==> src/rtl/detector_jogada_if.sv <==
// detector_jogada_if: button/timeout handshake bundle between the game control unit and detector_jogada.
//   botoes          : raw asynchronous buttons, active-high (master -> slave)
//   conta_timeout   : timeout counter enable (master -> slave)
//   zera_timeout    : synchronous timeout counter clear (master -> slave)
//   tem_jogada      : one-cycle pulse per accepted press (slave -> master)
//   jogada          : accepted button pattern, held until the next press (slave -> master)
//   jogada_invalida : accepted pattern is not one-hot (slave -> master)
//   timeout         : sticky timeout flag (slave -> master)
//   db_estado       : FSM state code for debug (slave -> master)
interface detector_jogada_if;
    logic [3:0] botoes;
    logic       conta_timeout;
    logic       zera_timeout;
    logic       tem_jogada;
    logic [3:0] jogada;
    logic       jogada_invalida;
    logic       timeout;
    logic [1:0] db_estado;
    modport master (
        output botoes, conta_timeout, zera_timeout,
        input  tem_jogada, jogada, jogada_invalida, timeout, db_estado
    );
    modport slave (
        input  botoes, conta_timeout, zera_timeout,
        output tem_jogada, jogada, jogada_invalida, timeout, db_estado
    );
endinterface

==> src/rtl/detector_jogada.sv <==
// detector_jogada: synchronizes and debounces the buttons, emits one jogada per press and runs the play timeout.
//   clock : rising-edge system clock
//   reset : synchronous, active-low; clears all state
//   bus   : detector_jogada_if.slave (buttons and timeout controls in, play code/pulse/timeout out)
module detector_jogada #(
    parameter int DEBOUNCE_CICLOS = 4,
    parameter int TIMEOUT_CICLOS  = 5000
) (
    input logic         clock,
    input logic         reset,
    detector_jogada_if.slave bus
);
    typedef enum logic [1:0] {
        REPOUSO        = 2'b00,
        DETECTA        = 2'b01,
        AGUARDA_SOLTAR = 2'b10
    } estado_t;

    localparam logic [7:0]  DB_MAX = 8'(DEBOUNCE_CICLOS - 1);
    localparam logic [15:0] TO_MAX = 16'(TIMEOUT_CICLOS - 1);

    logic [3:0]  s1, s2, candidato, estavel, jogada;
    logic [7:0]  cnt;
    logic [15:0] cnt_to;
    logic        jogada_invalida, timeout, entra;
    estado_t     estado, proximo;

    // a value is accepted only after it has been seen unchanged for DEBOUNCE_CICLOS comparisons
    always_ff @(posedge clock) begin
        if (!reset) begin
            s1        <= '0;
            s2        <= '0;
            candidato <= '0;
            cnt       <= '0;
            estavel   <= '0;
        end else begin
            s1 <= bus.botoes;
            s2 <= s1;
            if (s2 != candidato) begin
                candidato <= s2;
                cnt       <= '0;
            end else if (cnt < DB_MAX) begin
                cnt <= cnt + 8'd1;
            end else begin
                estavel <= candidato;
            end
        end
    end

    always_ff @(posedge clock) begin
        if (!reset) estado <= REPOUSO;
        else        estado <= proximo;
    end

    // the unused code 11 falls through to REPOUSO
    always_comb begin
        entra   = (estado == REPOUSO) && (estavel != 4'b0000);
        proximo = entra                                                ? DETECTA :
                  (estado == DETECTA)                                  ? AGUARDA_SOLTAR :
                  (estado == AGUARDA_SOLTAR && estavel != 4'b0000)     ? AGUARDA_SOLTAR :
                                                                         REPOUSO;
    end

    // clear beats a press, a press beats counting; the counter saturates once the flag is set
    always_ff @(posedge clock) begin
        if (!reset) begin
            jogada          <= '0;
            jogada_invalida <= 1'b0;
            cnt_to          <= '0;
            timeout         <= 1'b0;
        end else begin
            if (entra) begin
                jogada          <= estavel;
                jogada_invalida <= ($countones(estavel) != 1);
            end
            if (bus.zera_timeout || entra) begin
                cnt_to  <= '0;
                timeout <= 1'b0;
            end else if (bus.conta_timeout && estado == REPOUSO) begin
                if (cnt_to == TO_MAX) timeout <= 1'b1;
                else                  cnt_to  <= cnt_to + 16'd1;
            end
        end
    end

    assign bus.tem_jogada      = (estado == DETECTA);
    assign bus.jogada          = jogada;
    assign bus.jogada_invalida = jogada_invalida;
    assign bus.timeout         = timeout;
    assign bus.db_estado       = estado;
endmodule

==> src/flat_wrapper.sv <==
// flat-port wrapper written by rule: the top's interface ports become plain ports
module detector_jogada_flat 
#(
    parameter int DEBOUNCE_CICLOS = 4,
    parameter int TIMEOUT_CICLOS  = 5000
)
  (clock, reset, bus_botoes, bus_conta_timeout, bus_zera_timeout, bus_tem_jogada, bus_jogada, bus_jogada_invalida, bus_timeout, bus_db_estado);
  detector_jogada_if bus_i ();
  input logic clock;
  input logic reset;
  input wire logic [$bits(bus_i.botoes)-1:0] bus_botoes;
  input wire logic [$bits(bus_i.conta_timeout)-1:0] bus_conta_timeout;
  input wire logic [$bits(bus_i.zera_timeout)-1:0] bus_zera_timeout;
  output wire logic [$bits(bus_i.tem_jogada)-1:0] bus_tem_jogada;
  output wire logic [$bits(bus_i.jogada)-1:0] bus_jogada;
  output wire logic [$bits(bus_i.jogada_invalida)-1:0] bus_jogada_invalida;
  output wire logic [$bits(bus_i.timeout)-1:0] bus_timeout;
  output wire logic [$bits(bus_i.db_estado)-1:0] bus_db_estado;
  assign bus_i.botoes = bus_botoes;
  assign bus_i.conta_timeout = bus_conta_timeout;
  assign bus_i.zera_timeout = bus_zera_timeout;
  assign bus_tem_jogada = bus_i.tem_jogada;
  assign bus_jogada = bus_i.jogada;
  assign bus_jogada_invalida = bus_i.jogada_invalida;
  assign bus_timeout = bus_i.timeout;
  assign bus_db_estado = bus_i.db_estado;
  detector_jogada #(.DEBOUNCE_CICLOS(DEBOUNCE_CICLOS), .TIMEOUT_CICLOS(TIMEOUT_CICLOS)) u_core (.clock(clock), .reset(reset), .bus(bus_i));
endmodule
==> config.mk <==
export PLATFORM = sky130hd
export DESIGN_NAME = detector_jogada_flat
export DESIGN_NICKNAME = d
export VERILOG_FILES = /design/src/rtl/detector_jogada_if.sv /design/src/rtl/detector_jogada.sv /design/src/flat_wrapper.sv
export SDC_FILE = /design/constraint.sdc
export NUM_CORES = 1
export LEC_CHECK = 0
export BUFFER_PORTS_ARGS = -buffer_cell sky130_fd_sc_hd__buf_2
export CORE_MARGIN = 3
export CORE_UTILIZATION = 35
export CTS_CLUSTER_DIAMETER = 100
export CTS_CLUSTER_SIZE = 16
export DETAILED_ROUTE_END_ITERATION = 8
export SYNTH_ARGS = -nofsm -noshare
export SYNTH_HDL_FRONTEND = slang
export SYNTH_SLANG_ARGS = --single-unit
==> constraint.sdc <==
create_clock -name clock -period 1.9 [get_ports clock]
set_input_delay 0.095 -clock clock [delete_from_list [all_inputs] [get_ports clock]]
set_output_delay 0.095 -clock clock [all_outputs]
set_load 0.005 [all_outputs]
==> summary.md <==
| Metric | Value |
|---|---|
| Status | `completed` |
| Slew @ Worst Pin | `0.453 ns` |
| CTS sink count | `48` |
| Crit-path slowest cell | `fa_1` |
| Reg2Reg Setup Slack | `around 0.031 ns` |
| Antenna violations before repair | `0` |
| Number of global-route vias before repair | `1416` |
| First-pass GRT wire length | `6.43 mm` |
| Routability-driven placement congestion ratio | `0.757` |
| Asr flop ratio synth | `0%` |
| Post-synth top cells | `dfxtp_1, nand2_1, and2_1` |
| Top cell type's share of synthesized area | `about 48%` |
| Instance area after placement | `between 2000 and 2500 um2` |
| Sequential-to-total area share from yosys stat | `47.5%` |
| Psw | `382 uW` |
| Placement Rows | `27` |
| Core area | `5540 um2` |
| Iter 0 DRT Violations | `64` |
| Nets | `between 200 and 300` |
| Clock power share | `41.6%` |
| Switching share of power | `20.0%` |
| Most Frequent Cell on Critical Path | `ha_4` |
| Die Y | `82.0 um` |
| Max Cap Viol | `0` |
| Pwr per Cell Area | `782 nW/um2` |
| H-tree depth | `2` |
| Buf+Inv Stages, Crit Path | `1` |
| Leakage power | `0.000988 uW` |
| Layout Skew | `0.00948 ns` |
| CTS tree | `yes` |
| Syn nets | `222` |
| Peak supply drop | `463 uV` |
| Hold Fails Final Rpt | `0` |
| Required time worst endpoint | `roughly 2.1 ns` |
| Finished Core Util | `44.2%` |
| Post-Syn Instances | `just over 200` |
| Yosys cell types | `40` |
| HP Class | `in -> reg` |
| HPWL after detailed placement | `between 2 and 3 mm` |
| CTS Root Cell | `clkbuf_8` |
| Postcts setup bufs | `0` |
| Comb power frac | `roughly 4.6%` |
| DRC violations left | `0` |
| Multi-input gate area | `about 1000 um2` |
| Deepest clock path buffer count | `2` |
| Internal power | `about 1500 uW` |
| Post-DR vias/cell | `5.02` |
| Die Area | `6720 um2` |
| Largest net degree at the start of global routing | `32` |
| Total number of yosys warnings | `0` |
| Finished Layout Cells | `309` |
| CP cell instances | `inv_2 -> ha_4 -> ha_4 -> fa_1 -> or3b_4 -> a22o_1` |
| Synthesized area | `2020 um2` |
| Fraction of layout cells with a size suffix above 1 | `22.8%` |
| Top post-synthesis cells by area | `dfxtp_1, and2_1, ha_1, mux2i_1, nand2_1` |
| Crit path kind | `reg -> reg` |
| CP Capture Type | `register` |
| I/O pins | `17` |
| Arr. time, crit path | `2.06 ns` |
| Final setup fails | `0` |
| Top-count cell post-synth | `dfxtp_1` |
| Max Slew Vio Count | `0` |
| Via Count | `1552` |
| Peak Freq | `535 MHz` |
| Synth Register Bits | `48` |
| Placed Cells incl. Taps | `a little under 300` |
| Initial core utilization | `between 30 and 40%` |
| Cell family with most CP delay | `adder cells` |
| RSZ-0062 raised after global routing | `yes` |
| Wire length per cell | `about 13 um` |
| EDFF count, synth | `0` |
| Top_reg_cell synth | `dfxtp_1` |
| Design Area, Final | `between 2000 and 2500 um2` |
| Relative slew slack | `69.4%` |
| GRT overflow | `0` |
| Final WL | `3.89 mm` |
| Clk_lat worst skew | `0.29 ns` |
| CP Max Fanout | `2` |
| FF+latch area | `around 970 um2` |
| Avg Inst Size Synth | `9.82 um2` |
| Worst hold slack | `0.303 ns` |
| Final Critical Period | `1.87 ns` |
| Gr usage total | `around 12%` |
| Dominant cell type by area after synthesis | `dfxtp_1` |
| Clock-pin transition on the worst setup and hold timing paths | `~0.09 ns` |
| Sequential share of power | `53.8%` |
| Crit start category | `register` |
| Power Total | `1910 uW` |
| Slowest stage delay, CP | `0.44 ns` |
| Total CTS buffers | `5` |
| DRT Pass-1 Iters | `4` |
| Die Width | `between 80 and 90 um` |
| Post-DRT Antenna Nets | `0` |
| Area Overhead vs Synth | `21.0%` |
| Fill cells | `548` |
| N_diodes | `0` |
| Post-route clock period utilization | `a little over nine tenths` |
| Port Buffers | `16` |
==> per-layer routing <==
metal  routed length [um]  up-vias  share of wire [%]  track usage [%]
li1                     -      804                  -                -
met1                 1890      723                 49             16.1
met2                 1830       20                 47             19.8
met3                  125        5                3.2             3.29
met4                   39        0                1.0             3.49
met5                    0        -                  0                0
==> final cells by class <==
| cell class | instances | area share [%] |
|---|---|---|
| inverters | 9 | 1.38 |
| clock buffers | 7 | 3.94 |
| multi-input cells | 141 | 42.0 |
| repair buffers | 31 | 8.29 |
| well taps | 72 | 3.68 |
| clock inverters | 1 | 1.23 |
| flip-flops and latches | 48 | 39.5 |
==> repair_timing <==
action	CTS	global route
pin swaps	5	5
endpoints found under the hold margin	4	0
gates resized for setup	5	2
endpoints found under the setup margin	1	1
hold buffers	4	0
==> registers in the layout, summed over array words and instances (netlist names) <==
| register | cells |
|---|---|
| u_core.bus.jogada | 4 |
| u_core.bus.jogada_invalida | 1 |
| u_core.candidato | 4 |
| u_core.bus.timeout | 1 |
| u_core.cnt_to | 16 |
| u_core.bus.db_estado | 2 |
| u_core.cnt | 8 |
| u_core.estavel | 4 |
| u_core.s2 | 4 |
| u_core.s1 | 4 |
==> worst paths after layout <==
| kind | cells past startpoint | to | from |
|---|---|---|---|
| worst max-delay path | 6 | u_core.bus.jogada_invalida$_SDFFE_PN0P_ | u_core.estavel[1]$_SDFFE_PN0P_ |
| worst max register to register | 6 | u_core.bus.jogada_invalida$_SDFFE_PN0P_ | u_core.estavel[1]$_SDFFE_PN0P_ |
| worst min-delay path | 3 | u_core.bus.db_estado[1]$_SDFF_PP0_ | reset |
| worst min register to register | 1 | u_core.s2[3]$_SDFF_PN0_ | u_core.s1[3]$_SDFF_PN0_ |
==> through the flow <==
stage / worst slack (ns) / setup TNS (ns)
2_1_floorplan: 0.0109 / 0
3_3_place_gp: 0.0200 / 0
3_5_place_dp: -0.0136 / -0.0136
4_1_cts: 0.00287 / 0
5_1_grt: -0.0292 / -0.0292
6_report: 0.0310 / 0
==> worst min-delay path, delay by kind of cell <==
kind | cells | cell delay (ns)
buffers and inverters | 2 | 0.32
AOI/OAI and AO/OA | 1 | 0.13
==> power by group through the flow <==
stage | clock [uW] | combinational [uW] | sequential [uW]
CTS | 817 | 89.8 | 1030
detailed placement | 0 | 82.8 | 1050
global placement | 0 | 81.8 | 1050
global route | 858 | 99.6 | 1030
finish | 795 | 87.9 | 1030
floorplan | 0 | 50.2 | 1050
==> logic make-up after synthesis <==
group	count (synthesis)	synth area share [%]
AO/OA/AOI/OAI	31	10.3
XOR/XNOR	8	3.47
adder cells (fa/ha/maj)	8	5.32
buffers and inverters	17	3.65
flip-flops	48	47.5
multiplexers	6	2.97
AND/OR/NAND/NOR	88	26.8
==> cell usage in the layout (no fill, tap or decap), types with 7 or more instances in the layout <==
cell type and n:
buf_4 11, and2_1 15, a21oi_1 10, buf_2 16
and3_1 8, clkbuf_8 7, nand2_1 16, dfxtp_1 44
nand3_1 8, nor2_1 7
Power figures use the tool's default switching activity.
